===== src/rtl/sc_count_scheduler.sv =====
// Shares one stochastic pulse counter across M bitstream channels, round-robin per window.
// Optional SC_CNT_SATURATE_EN makes the accumulator saturate instead of wrapping.
module sc_count_scheduler #(
    parameter int N  = 14,
    parameter int M  = 4,
    parameter int CW = 2,
    parameter int LW = 14
) (
    input  logic          CLK,
    input  logic          RESET,
    input  logic [M-1:0]  REQ,
    input  logic [M-1:0]  SC_IN,
    input  logic [LW-1:0] WIN_LEN,
    output logic [M-1:0]  GNT,
    output logic [N-1:0]  RESULT,
    output logic [CW-1:0] RES_CH,
    output logic          RES_VALID,
    input  logic          RES_READY,
    output logic          BUSY
);

    typedef enum logic [1:0] {
        IDLE,
        COUNT,
        DONE
    } state_t;

    state_t        state, state_nxt;
    logic [M-1:0]  gnt, gnt_nxt;
    logic [N-1:0]  result, result_nxt;
    logic [CW-1:0] res_ch, res_ch_nxt;
    logic          res_valid, res_valid_nxt;
    logic [N-1:0]  acc, acc_nxt, acc_inc;
    logic [LW-1:0] win_cnt, win_cnt_nxt;
    logic [CW-1:0] last_ch, last_ch_nxt;
    logic [CW-1:0] sel;
    logic          found;
    logic          sc_bit;
    int            idx;

    // Round-robin search starting just after the last granted channel
    always_comb begin
        found = 1'b0;
        sel   = '0;
        idx   = 0;
        for (int i = 1; i <= M; i++) begin
            idx = (int'(last_ch) + i) % M;
            if (!found && REQ[idx[CW-1:0]]) begin
                found = 1'b1;
                sel   = idx[CW-1:0];
            end
        end
    end

    assign sc_bit = SC_IN[res_ch];

`ifdef SC_CNT_SATURATE_EN
    assign acc_inc = (&acc) ? acc : acc + N'(sc_bit);
`else
    assign acc_inc = acc + N'(sc_bit);
`endif

    always_comb begin
        state_nxt     = state;
        gnt_nxt       = gnt;
        result_nxt    = result;
        res_ch_nxt    = res_ch;
        res_valid_nxt = res_valid;
        acc_nxt       = acc;
        win_cnt_nxt   = win_cnt;
        last_ch_nxt   = last_ch;
        unique case (state)
            IDLE: begin
                if (found) begin
                    gnt_nxt     = M'(1) << sel;
                    res_ch_nxt  = sel;
                    acc_nxt     = '0;
                    win_cnt_nxt = WIN_LEN;
                    last_ch_nxt = sel;
                    if (WIN_LEN == '0) begin
                        result_nxt    = '0;
                        res_valid_nxt = 1'b1;
                        state_nxt     = DONE;
                    end else begin
                        state_nxt = COUNT;
                    end
                end
            end
            COUNT: begin
                acc_nxt     = acc_inc;
                win_cnt_nxt = win_cnt - LW'(1);
                if (win_cnt == LW'(1)) begin
                    result_nxt    = acc_inc;
                    res_valid_nxt = 1'b1;
                    state_nxt     = DONE;
                end
            end
            DONE: begin
                if (res_valid && RES_READY) begin
                    res_valid_nxt = 1'b0;
                    gnt_nxt       = '0;
                    state_nxt     = IDLE;
                end
            end
            default: state_nxt = IDLE;
        endcase
    end

    always_ff @(posedge CLK) begin
        if (!RESET) begin
            state     <= IDLE;
            gnt       <= '0;
            result    <= '0;
            res_ch    <= '0;
            res_valid <= 1'b0;
            acc       <= '0;
            win_cnt   <= '0;
            last_ch   <= CW'(M - 1);
        end else begin
            state     <= state_nxt;
            gnt       <= gnt_nxt;
            result    <= result_nxt;
            res_ch    <= res_ch_nxt;
            res_valid <= res_valid_nxt;
            acc       <= acc_nxt;
            win_cnt   <= win_cnt_nxt;
            last_ch   <= last_ch_nxt;
        end
    end

    assign GNT       = gnt;
    assign RESULT    = result;
    assign RES_CH    = res_ch;
    assign RES_VALID = res_valid;
    assign BUSY      = (state != IDLE);

endmodule


===== config.mk =====
export PLATFORM = sky130hd
export DESIGN_NAME = sc_count_scheduler
export DESIGN_NICKNAME = d
export VERILOG_FILES = /design/src/rtl/sc_count_scheduler.sv
export SDC_FILE = /design/constraint.sdc
export NUM_CORES = 1
export LEC_CHECK = 0
export ABC_AREA = 1
export CAP_MARGIN = 20
export CORE_MARGIN = 4
export CORE_UTILIZATION = 50
export CTS_CLUSTER_SIZE = 28
export DETAILED_ROUTE_END_ITERATION = 8
export GPL_ROUTABILITY_DRIVEN = 0
export MAX_ROUTING_LAYER = met4
export PLACE_DENSITY = 0.77
export SLEW_MARGIN = 20
export SYNTH_ARGS = -nofsm -noshare
export SYNTH_HDL_FRONTEND = slang
export SYNTH_SLANG_ARGS = --single-unit

===== constraint.sdc =====
create_clock -name CLK -period 1.95 [get_ports CLK]
set_input_delay 0.2925 -clock CLK [delete_from_list [all_inputs] [get_ports CLK]]
set_output_delay 0.2925 -clock CLK [all_outputs]
set_load 0.01 [all_outputs]

==> impl_metrics.env, run 1 <==
export IMPL_grt_pass1_vias=3034
export IMPL_drt_iter0_markers=287
export IMPL_slew_headroom_pct=69.7
export IMPL_vias_per_cell=5.32
export IMPL_setup_slack_ns=-0.0537
export IMPL_ys_seq_elements=53
export IMPL_rrSetupSlack_ns=-0.05
export IMPL_yosysMostFrequentCell="nand2_1"
export IMPL_die_w_um=90.9
export IMPL_cts_buffer_depth=2
export IMPL_htree_levels=2
export IMPL_setup_viol=3
export IMPL_fillers=566
export IMPL_drv_cap=0
export IMPL_ant_nets=0
export IMPL_drt_first_pass_iters=5
export IMPL_ioPinCount=47
export IMPL_vdd_drop_max_mv=0.833
export IMPL_placed_area_sq_um=4000
export IMPL_status="finished with violations"
export IMPL_synthToLayoutAreaGrowth_pct=24.4
export IMPL_rr_worst_depth=12
export IMPL_drc=0
export IMPL_seq_area_sq_um=1070
export IMPL_synthTopCellsByArea="dfxtp_1 31%, nand2_1 15%, nand3_1 7.9%"
export IMPL_vias=3498
export IMPL_synthCells=525
export IMPL_ys_warn_count=0
export IMPL_grt_overflow=0
export IMPL_startpoint="RES_CH[0]$_SDFFE_PN0P_"
export IMPL_tritoncts="done"
export IMPL_finalHoldViolations=0
export IMPL_grt_first_pass_wirelength_um=13700
export IMPL_start_util_pct=52.7
export IMPL_crit_end="acc[12]$_SDFFE_PN0P_"
export IMPL_syn_mean_instance_area_sq_um=6.55
export IMPL_critPathLaunchType="register"
export IMPL_post_drt_wl_per_cell_um=13.0
export IMPL_leakage_nw=1.82
export IMPL_tns_ns=-0.0829
export IMPL_die_area_sq_um=8270
export IMPL_syn_nets=554
export IMPL_multi_input_area_sq_um=2090
export IMPL_timing_final_crit_share_pct=103
export IMPL_port_buffers=46
export IMPL_stdcell_area_sq_um=4280
export IMPL_drive_above_1_share_pct=18.4
export IMPL_async_flop_share_pct=0
export IMPL_violations="negative setup slack"
export IMPL_grt_max_degree=40
export IMPL_criticalPathCategory="reg2reg"
export IMPL_synthTopCellsByCount="139 x nand2_1, 61 x inv_1, 60 x nor2_1, 54 x nand3_1, 53 x dfxtp_1"
export IMPL_cts_sinks=53
export IMPL_clock_latency_ns=0.32
export IMPL_end_kind="register"
export IMPL_antenna_found_initial=0
export IMPL_ys_types=42
export IMPL_p_per_area_nw_per_um2=1530
export IMPL_synth_seq_area_share_pct=30.8
export IMPL_r2r_end="acc[12]$_SDFFE_PN0P_"
export IMPL_rows=29
export IMPL_worstMarginPinSlew_ns=0.454
export IMPL_ys_flop_type="dfxtp_1"
export IMPL_cts_buffers=5
export IMPL_hold_class="reg2reg"
export IMPL_synth_edf_count=0
export IMPL_core_sq_um=6530
export IMPL_synth_largest_area_cell="dfxtp_1"
export IMPL_crit_path_max_fanout=5
export IMPL_die_y_um=90.9
export IMPL_routed_wl_um=8570
export IMPL_globalRouteTotalUtil_pct=20.1
export IMPL_cp_arrival_ns=2.26
export IMPL_finClkSkew_ns=0.00962
export IMPL_root_buffer="clkbuf_8"
export IMPL_syn_area_sq_um=3440
export IMPL_nNetsFinal=609
export IMPL_cp_data_required_time_ns=2.20
export IMPL_max_freq_ghz=0.499
export IMPL_num_antenna_cells=0
export IMPL_hpwl_um=6000
export IMPL_min_period_ns=2.00
export IMPL_reg2reg_from="RES_CH[0]$_SDFFE_PN0P_"
export IMPL_grt_setup_unrepaired="true"
export IMPL_synthDominantCellAreaShare_pct=30.8
export IMPL_path_clk_slew_ns=0.10
export IMPL_drv_slew=0
per-layer routing:
| layer | routed length [um] | global-route usage, % | vias up | part of all wire (%) |
|---|---|---|---|---|
| met4 | 93 | 5.78 | 0 | 1.1 |
| li1 | - | - | 1807 | - |
| met3 | 411 | 3.55 | 12 | 4.8 |
| met2 | 4140 | 32.5 | 98 | 48 |
| met1 | 3920 | 25.9 | 1581 | 46 |
| met5 | 0 | - | - | 0 |
worst max-delay path, cell delays in order (launching register included):
cell,delay [ns]
dfxtp_4,0.38
nand2_1,0.08
a32oi_2,0.25
ha_2,0.22
nand2_2,0.08
nor2_4,0.15
buf_4,0.13
buf_6,0.09
nand3_1,0.06
nand2_1,0.11
nand3_2,0.10
buf_4,0.16
a21oi_2,0.12
worst min-delay path by stage:
stage	endpoint	cells after the start	start
3_5_place_dp	RESULT[4]$_SDFFE_PN0P_	2	RESULT[4]$_SDFFE_PN0P_
5_1_grt	win_cnt[1]$_SDFFE_PN0P_	2	win_cnt[1]$_SDFFE_PN0P_
3_3_place_gp	RESULT[4]$_SDFFE_PN0P_	2	RESULT[4]$_SDFFE_PN0P_
2_1_floorplan	RESULT[5]$_SDFFE_PN0P_	2	RESET
4_1_cts	win_cnt[1]$_SDFFE_PN0P_	2	win_cnt[1]$_SDFFE_PN0P_
6_report	win_cnt[1]$_SDFFE_PN0P_	2	win_cnt[1]$_SDFFE_PN0P_
cell type report:
class / count / share of cell area (%)
clock buffers: 6 / 1.93
clock inverters: 2 / 0.322
inverters: 66 / 5.97
multi-input cells: 385 / 48.8
flip-flops and latches: 53 / 24.9
well taps: 77 / 2.25
repair buffers: 69 / 15.8
power breakdown:
group	total [mW]	switching, mW	internal [mW]	leakage (nW)
Sequential	1.74	0.302	1.43	0.434
Combinational	4.12	2.52	1.59	1.33
Clock	0.673	0.384	0.289	0.0512
what timing repair did:
action,in CTS,in global routing
pin swaps,10,24
setup endpoints to repair,14,40
buffers inserted,4,5
hold buffers,0,0
resized for setup,15,26
cloned,0,0
logic make-up after synthesis:
family          count (synthesis)  share of synthesized area [%]
compound gates                 73                           13.0
xor+xnor                        1                          0.255
fa+ha+maj                       4                           1.46
buf+inv                        87                           11.6
flops                          53                           30.8
simple gates                  307                           42.9
metrics by stage:
step | instances | power, mW | hold WS, ns | utilization (%) | worst slack (ns)
floorplan | 525 | 4.80 | 0.414 | - | 0.0382
global placement | 642 | 5.70 | 0.464 | 61.3 | -0.427
detailed placement | 642 | 5.78 | 0.470 | 61.3 | -0.510
CTS | 654 | 6.50 | 0.485 | 63.6 | -0.0606
global route | 658 | 7.09 | 0.503 | 65.5 | -0.173
finish | 658 | 6.52 | 0.482 | 65.5 | -0.0537
sequential cells by signal, summed over array words and instances (netlist names):
signal and cells:
RESULT 14, RES_VALID 1, win_cnt 14, GNT 4, last_ch 2, state 2, RES_CH 2, acc 14
cell usage in the layout (no fill, tap or decap), types with 2 or more instances in the layout:
master           Yosys  layout
buf_4                0      18
dlygate4sd2_1        0       3
nand3_4              2       2
inv_1               61      59
o21ai_1              5       5
o21ai_0             17      16
nor2_1              60      55
ha_1                 4       2
nor2_4               3       7
nand3_2              7      10
buf_12               1       3
o21ai_2              1       2
a21oi_1             30      24
clkbuf_8             0       6
a21oi_2             10      16
nand2_4              2       3
nand3_1             54      51
inv_2                4       6
nand2_2             10      15
nand4_1             20      20
buf_6                4       2
dfxtp_1             53      51
clkdlybuf4s50_1      0      42
nor2_2               3       4
o21bai_1             3       3
nand2_1            139     133
ha_2                 0       2
(Power assumes the default switching activity.)
==> inputs of run 2 (changes only) <==
- GPL_TIMING_DRIVEN: unset -> 0
==> impl_metrics.env, run 2 (same netlist as run 1, synthesis figures left out) <==
export IMPL_vias=3525
export IMPL_cts_sinks=53
export IMPL_worstMarginPinSlew_ns=0.637
export IMPL_cts_hold_buf=0
export IMPL_grt_pass1_vias=3308
export IMPL_root_buffer="clkbuf_8"
export IMPL_intPower_mw=3.32
export IMPL_fillers=595
export IMPL_core_sq_um=6530
export IMPL_crit_path_max_fanout=5
export IMPL_seq_power_share_pct=25.8
export IMPL_start_util_pct=52.7
export IMPL_hold_class="reg2reg"
export IMPL_path_clk_slew_ns=0.11
export IMPL_post_drt_wl_per_cell_um=13.5
export IMPL_p_sw_share_pct=49.9
export IMPL_drv_slew=0
export IMPL_drive_above_1_share_pct=16.6
export IMPL_vias_per_cell=5.33
export IMPL_nNetsFinal=612
export IMPL_setup_slack_ns=-0.130
export IMPL_globalRouteTotalUtil_pct=22.3
export IMPL_die_w_um=90.9
export IMPL_pwr_share_clk_pct=10.2
export IMPL_ioPinCount=47
export IMPL_dp_cells=648
export IMPL_drv_cap=0
export IMPL_die_y_um=90.9
export IMPL_end_kind="register"
export IMPL_die_area_sq_um=8270
export IMPL_cp_data_required_time_ns=2.22
export IMPL_p_switching_mw=3.30
export IMPL_synthToLayoutAreaGrowth_pct=23.8
export IMPL_routed_wl_um=8910
export IMPL_status="finished with violations"
export IMPL_htree_levels=2
export IMPL_max_freq_ghz=0.481
export IMPL_grt_overflow=0
export IMPL_final_cells=661
export IMPL_drt_iter0_markers=283
export IMPL_tritoncts="done"
export IMPL_post_place_ws_ns=-0.808
export IMPL_finalHoldViolations=0
export IMPL_tns_ns=-0.498
export IMPL_leakage_nw=1.79
export IMPL_rows=29
export IMPL_finClkSkew_ns=0.0112
export IMPL_violations="negative setup slack"
export IMPL_drt_first_pass_iters=5
export IMPL_final_cell_mix="131 x nand2_1, 60 x inv_1, 56 x nor2_1"
export IMPL_slew_headroom_pct=57.5
export IMPL_port_buffers=46
export IMPL_hpwl_um=6580
export IMPL_vdd_drop_max_mv=0.759
export IMPL_mostFrequentLayoutCell="nand2_1"
export IMPL_num_antenna_cells=0
export IMPL_critPathLaunchType="register"
export IMPL_drc=0
export IMPL_setup_viol=9
export IMPL_grt_max_degree=19
export IMPL_criticalPathCategory="reg2reg"
export IMPL_timing_final_crit_share_pct=107
export IMPL_ant_nets=0
export IMPL_comb_power_share_pct=64.0
export IMPL_timing_hold_ws_ns=0.488
export IMPL_p_per_area_nw_per_um2=1560
export IMPL_grt_first_pass_wirelength_um=15200
export IMPL_cts_buffer_depth=2
export IMPL_min_period_ns=2.08
export IMPL_clock_latency_ns=0.32
export IMPL_antenna_found_initial=0
export IMPL_cp_arrival_ns=2.35
export IMPL_cts_buffers=5
export IMPL_grt_setup_unrepaired="true"
==> run 2: cell type report <==
cell class | instances | area (sq um) | share of cell area [%]
buffer | 20 | 139 | 3.26
clock buffer | 5 | 68.8 | 1.62
clock inverter | 3 | 25.0 | 0.588
inverter | 66 | 255 | 5.99
multi-input combinational | 385 | 2090 | 49.2
sequential | 53 | 1060 | 25.0
tap | 77 | 96.3 | 2.26
timing repair buffer | 52 | 515 | 12.1
==> run 2: power by group through the flow <==
stage	Sequential, mW	Clock, mW	Combinational, mW
floorplan	1.76	0	3.04
global placement	1.71	0	4.10
detailed placement	1.73	0	4.18
CTS	1.71	0.678	4.22
global route	1.76	0.710	4.75
finish	1.71	0.673	4.24
==> run 2: worst max-delay path, cell delays in order (launching register included) <==
cell and delay, ns:
dfxtp_4 0.38, inv_2 0.06, nand2_2 0.05, a32oi_2 0.25
ha_2 0.25, nand2_2 0.08, nor2_4 0.17, buf_12 0.14
nand3_4 0.08, o21bai_1 0.18, nand3_2 0.13, nand4_1 0.14
nand2_1 0.05, nor2_1 0.08
==> run 2: worst paths after layout <==
| path | start | endpoint | slack, ns | cells past startpoint |
|---|---|---|---|---|
| worst max-delay path | RES_CH[0]$_SDFFE_PN0P_ | RESULT[11]$_SDFFE_PN0P_ | -0.13 | 13 |
| worst min-delay path | win_cnt[13]$_SDFFE_PN0P_ | win_cnt[13]$_SDFFE_PN0P_ | 0.49 | 2 |
| worst max register to register | RES_CH[0]$_SDFFE_PN0P_ | RESULT[11]$_SDFFE_PN0P_ | -0.13 | 13 |
| worst min register to register | win_cnt[13]$_SDFFE_PN0P_ | win_cnt[13]$_SDFFE_PN0P_ | 0.49 | 2 |
==> run 2: stage by stage <==
step                cell area [sq um]  util [%]  power (mW)
global placement                 4000      61.2        5.81
CTS                              4200      64.3        6.60
detailed placement               4000      61.2        5.91
floorplan                        3440         -        4.80
global route                     4260      65.2        7.22
finish                           4260      65.2        6.62
==> run 2: repair_timing <==
action	CTS	global route
pin swaps	16	28
gates cloned	0	0
gates resized for setup	22	15
setup endpoints to repair	22	18
buffers inserted	5	1
==> run 2: per-layer routing <==
layer	vias to the layer above	routed length (um)	track usage, %
met3	10	444	2.89
met2	87	4380	38.1
met5	-	0	-
li1	1815	-	-
met1	1613	3970	28.1
met4	0	110	5.03
==> edit 1 (settings of run 1) <==
Set the parameter `CW` to 1 (it was 2).
--- a/src/rtl/sc_count_scheduler.sv
+++ b/src/rtl/sc_count_scheduler.sv
@@ -3,7 +3,7 @@
 module sc_count_scheduler #(
     parameter int N  = 14,
     parameter int M  = 4,
-    parameter int CW = 2,
+    parameter int CW = 1,
     parameter int LW = 14
 ) (
     input  logic          CLK,
Interface: changed (resized RES_CH); port bits go from 47 to 46. The function was not compared with the original's and may differ.
==> edit 1 against run 1 <==
Worst setup slack improved by 0.20 ns. Power fell by 25%. Synthesized cell count fell by 19%. Wire length fell by 25%. Combinational power fell by 36%. Sequential cell count fell by 4. Design area fell by 20%. Area after synthesis fell by 18%.
==> edit 1: results (changes against run 1) <==
Synth top cells by count 104 x nand2_1, 75 x nor2_1, 49 x dfxtp_1 (was 139 x nand2_1, 61 x inv_1, 60 x nor2_1); hpwl dp 4800 um (was 6000 um); Post-CTS Setup Bufs 0 (was 4); first-pass GRT wire length 11200 um (was 13700 um); total leakage power 1.44 nW (was 1.82 nW); fill cell count 518 (was 566); CTS Buffer Depth 2 (unchanged); Slew Viols, Final 0 (unchanged); worst skew pair latency 0.30 ns (was 0.32 ns); drt pass-1 iters 4 (was 5); layout cells sized above 1 12.8% (was 18.4%); CP max stage delay 0.46 ns (was 0.38 ns); Top Family by Delay on Critical Path buffers and inverters (was simple AND/OR/NAND/NOR gates); Port Buffers 39 (was 46); vias per cell 5.03 (was 5.32); dpl ws -0.293 ns (was -0.510 ns); Seq/Total Area, Yosys 34.7% (was 30.8%); synth warn 0 (unchanged); largest net degree at the start of global routing 19 (was 40); vias in the first global route 2546 (was 3034); GRT Total Usage 19.7% (was 20.1%); crit path DAT 2.00 ns (was 2.26 ns); async set or reset register ratio after synthesis 0% (unchanged); Max Cap Viol 0 (unchanged); Worst Skew 0.00438 ns (was 0.00962 ns); Peak supply drop 0.832 mV (was 0.833 mV); post-synth top area share 34.7% (was 30.8%); top cells by area, synth dfxtp_1 35%, nand2_1 14%, nor2_1 10%, inv_1 5.0%, a21oi_1 4.8% (was dfxtp_1 31%, nand2_1 15%, nand3_1 7.9%, inv_1 6.7%, nor2_1 6.5%); crit path max fanout 4 (was 5); Clock transition at path regs 0.09 ns; status completed (was finished, violations left); Iter 0 DRT Violations 208 (was 287); post-synth cell types 39 (was 42); slowest CP cell clkdlybuf4s50_1 (was dfxtp_4); diodes inserted 0 (unchanged); Hold Path Class flip-flop to flip-flop (unchanged); root buffer cell clkbuf_8 (unchanged); layout net count 498 (was 609); Detailed Route WL 6460 um (was 8570 um); Switching Power 2.13 mW (was 3.21 mW)
==> edit 1: changes by cell type after synthesis, sizes merged, moves of 2 or more <==
cell,change
a31oi,+5
nand3,-33
a21oi,-11
nand4,-17
o21a,+3
inv,-24
xor2,+5
clkbuf,-7
dfxtp,-4
nand2,-40
nor2,+17
or2,+2
==> edit 1: area by class of cell <==
type	count	share of cell area [%]
Clock inverter	2	1.02
Tap cell	72	2.62
Timing Repair Buffer	52	14.2
Inverter	43	4.70
Multi-Input combinational cell	317	46.9
Sequential cell	49	28.6
Clock buffer	5	2.00
==> edit 1: layer usage <==
layer  vias up  wire (um)  track usage [%]
li1       1429          -                -
met1      1219       3030             25.0
met2        64       2990             31.8
met3         6        389             4.76
met4         0         57             4.61
met5         -          0                -
==> edit 1: final timing paths <==
kind	from	to	slack [ns]	cells after the start
setup / recovery	SC_IN[0]	acc[12]	0.15	12
hold / removal	GNT[0]	GNT[0]	0.47	2
setup reg to reg	RES_CH	RESULT[4]	0.16	9
hold reg to reg	GNT[0]	GNT[0]	0.47	2
==> edit 1: cells by family (layout without fill, tap and decap cells) <==
family / after synthesis / count (layout) / synth area share, %
AO/OA/AOI/OAI: 67 / 67 / 13.7
XOR/XNOR: 7 / 7 / 2.17
adder cells (fa/ha/maj): 5 / 5 / 2.21
buffers and inverters: 58 / 102 / 9.38
flip-flops: 49 / 49 / 34.7
multiplexers: 1 / 1 / 0.398
other: 1 / 2 / 0.133
AND/OR/NAND/NOR: 235 / 235 / 37.3
==> edit 1: timing repair <==
item / CTS / global route
endpoints found under the setup margin: 0 / 8
hold buffers: 0 / 0
resized for setup: 0 / 7
==> edit 1: tightest hold or removal path, delay by kind of cell, from the launching register on <==
family | cells | cell delay [ns]
compound gates | 1 | 0.05
flops | 1 | 0.32
simple gates | 1 | 0.06
==> edit 1: through the flow <==
stage | hold slack, ns | instances | instance area, um2
detailed placement | 0.459 | 533 | 3300
global route | 0.487 | 540 | 3440
global placement | 0.450 | 533 | 3300
finish | 0.475 | 540 | 3440
floorplan | 0.444 | 424 | 2830
CTS | 0.473 | 540 | 3410
==> edit 1: power by group through the flow <==
stage | sequential [mW] | combinational (mW) | clock [mW]
detailed placement | 1.55 | 2.61 | 0
floorplan | 1.58 | 1.81 | 0
global route | 1.57 | 2.95 | 0.759
CTS | 1.53 | 2.63 | 0.730
finish | 1.53 | 2.63 | 0.708
global placement | 1.54 | 2.56 | 0
==> edit 2 (config.mk and constraints of run 1) <==
Made on the original files. Encoding of `state_t`: now one-hot (3 bits for 3 states).
--- a/src/rtl/sc_count_scheduler.sv
+++ b/src/rtl/sc_count_scheduler.sv
@@ -19,10 +19,10 @@
     output logic          BUSY
 );
 
-    typedef enum logic [1:0] {
-        IDLE,
-        COUNT,
-        DONE
+    typedef enum logic [2:0] {
+        IDLE  = 3'b001,
+        COUNT = 3'b010,
+        DONE  = 3'b100
     } state_t;
 
     state_t        state, state_nxt;
Function: same outputs for any inputs over 4 cycles, from zero or initial values and one cycle with RESET low; so few cycles prove little.
==> edit 2 against run 1 <==
The run still ends with setup timing left. Critical endpoint is now RESULT[10]. Hold slack barely moved. Sequential cell count increased by 1. Worst setup slack worse by 0.13 ns. Power fell by 15%. Via count fell by 0.80%. Area after synthesis decreased by 1.9%. Design area up 3.3%. Largest cell class unchanged. Wire length is 5.2% higher. Maximum frequency fell by 5.9%.
==> edit 2: results (changes against run 1) <==
area of the multi-input gates 2110 um2 (was 2090 um2); Synth top cells by count 98 x nand2_1, 67 x nor2_1, 54 x dfxtp_1 (was 139 x nand2_1, 61 x inv_1, 60 x nor2_1); mux cell area share after synthesis 0% (unchanged); post-synth cell types 45 (was 42); metal2 WL 4320 um (was 4140 um); Slew HR 70.0% (was 69.7%); Switching Power 2.61 mW (was 3.21 mW); vias in the first global route 3156 (was 3034); Synth Area in Compound Gates 15.9% (was 13.0%); layout cells sized above 1 26.3% (was 18.4%); Worst Skew 0.00636 ns (was 0.00962 ns); FF-to-FF End RESULT[10] (was acc[12]); status finished, violations left (unchanged); Post-Syn Nets 515 (was 554); Hold Crit Endpoint RESULT[8] (was win_cnt[1]); fill cell count 518 (was 566); setup TNS -1.65 ns (was -0.0829 ns); met3 Usage GRT 4.01% (was 3.55%); met2 usage 34.3% (was 32.5%); Met3 Wirelength 512 um (was 411 um); top cells by area, synth dfxtp_1 32%, nand2_1 11%, nor2_1 7.4%, inv_1 5.9%, nand3_1 5.5% (was dfxtp_1 31%, nand2_1 15%, nand3_1 7.9%, inv_1 6.7%, nor2_1 6.5%); hold_ws 0.482 ns (about the same); r2r setup slk -0.18 ns (was -0.05 ns); worst r2r path cells 16 (was 12); top-count cell post-synth nand2_1 (unchanged); placed cells 622 (was 642); initial antenna violation count 0 (unchanged); Detailed Route WL 9010 um (was 8570 um); Peak supply drop 0.639 mV (was 0.833 mV); synth warn 0 (unchanged); clock sinks 54 (was 53); crit path DAT 2.37 ns (was 2.26 ns); Layout clock area frac 2.58% (was 2.25%); setup ws final -0.180 ns (was -0.0537 ns); # setup viols final 17 (was 3); final-layout clock buffer total 5 (was 6); vias post-DR 3470 (was 3498); multi-input gates 353 (was 385); Iter 0 DRT Violations 249 (was 287); drt pass-1 iters 5 (unchanged); Post-Synth Adder-Cell Area 1.48% (was 1.46%); Seq/Total Area, Yosys 32.0% (was 30.8%); crit path max fanout 4 (was 5); met1 usage 28.4% (was 25.9%); Post-Syn Instances 486 (was 525); first-pass GRT wire length 14400 um (was 13700 um); hpwl dp 6150 um (was 6000 um); FF/Latch Area 1090 um2 (was 1070 um2); xor and xnor area share after synthesis 0.519% (was 0.255%); largest net degree at the start of global routing 24 (was 40); post-cts sizing count 29 (was 15); Non-clock buffering overhead 17.2% (was 15.8%); layout net count 590 (was 609); Final Instance Count excl. Fillers 639 (was 658); total leakage power 1.77 nW (was 1.82 nW); met1 WL 4020 um (was 3920 um); invs w/o clock 63 (was 66); Buffers excl. clock 84 (was 69); failing checks setup timing (unchanged)
-- edit 2: per-stage QoR --
stage	setup WS, ns	area (um2)
global route	-0.311	4420
finish	-0.180	4420
global placement	-0.506	4030
detailed placement	-0.551	4030
floorplan	0.0327	3380
CTS	-0.0683	4270
-- edit 2: power groups by stage --
stage          clock (mW)  sequential [mW]  combinational (mW)
2_1_floorplan           0             1.59                2.32
3_3_place_gp            0             1.60                2.92
3_5_place_dp            0             1.61                3.00
4_1_cts             0.786             1.59                3.05
5_1_grt             0.828             1.66                3.44
6_report            0.783             1.62                3.12
-- edit 2: worst max path at each step --
stage               startpoint    endpoint  slack (ns)  cells past startpoint
finish               RES_CH[0]  RESULT[10]       -0.18                     16
global route         RES_CH[0]  RESULT[11]       -0.31                     14
CTS                  RES_CH[0]  RESULT[12]       -0.07                     14
detailed placement    SC_IN[3]  RESULT[12]       -0.55                     15
global placement      SC_IN[3]  RESULT[12]       -0.51                     15
floorplan            RES_CH[0]  RESULT[11]        0.03                     12
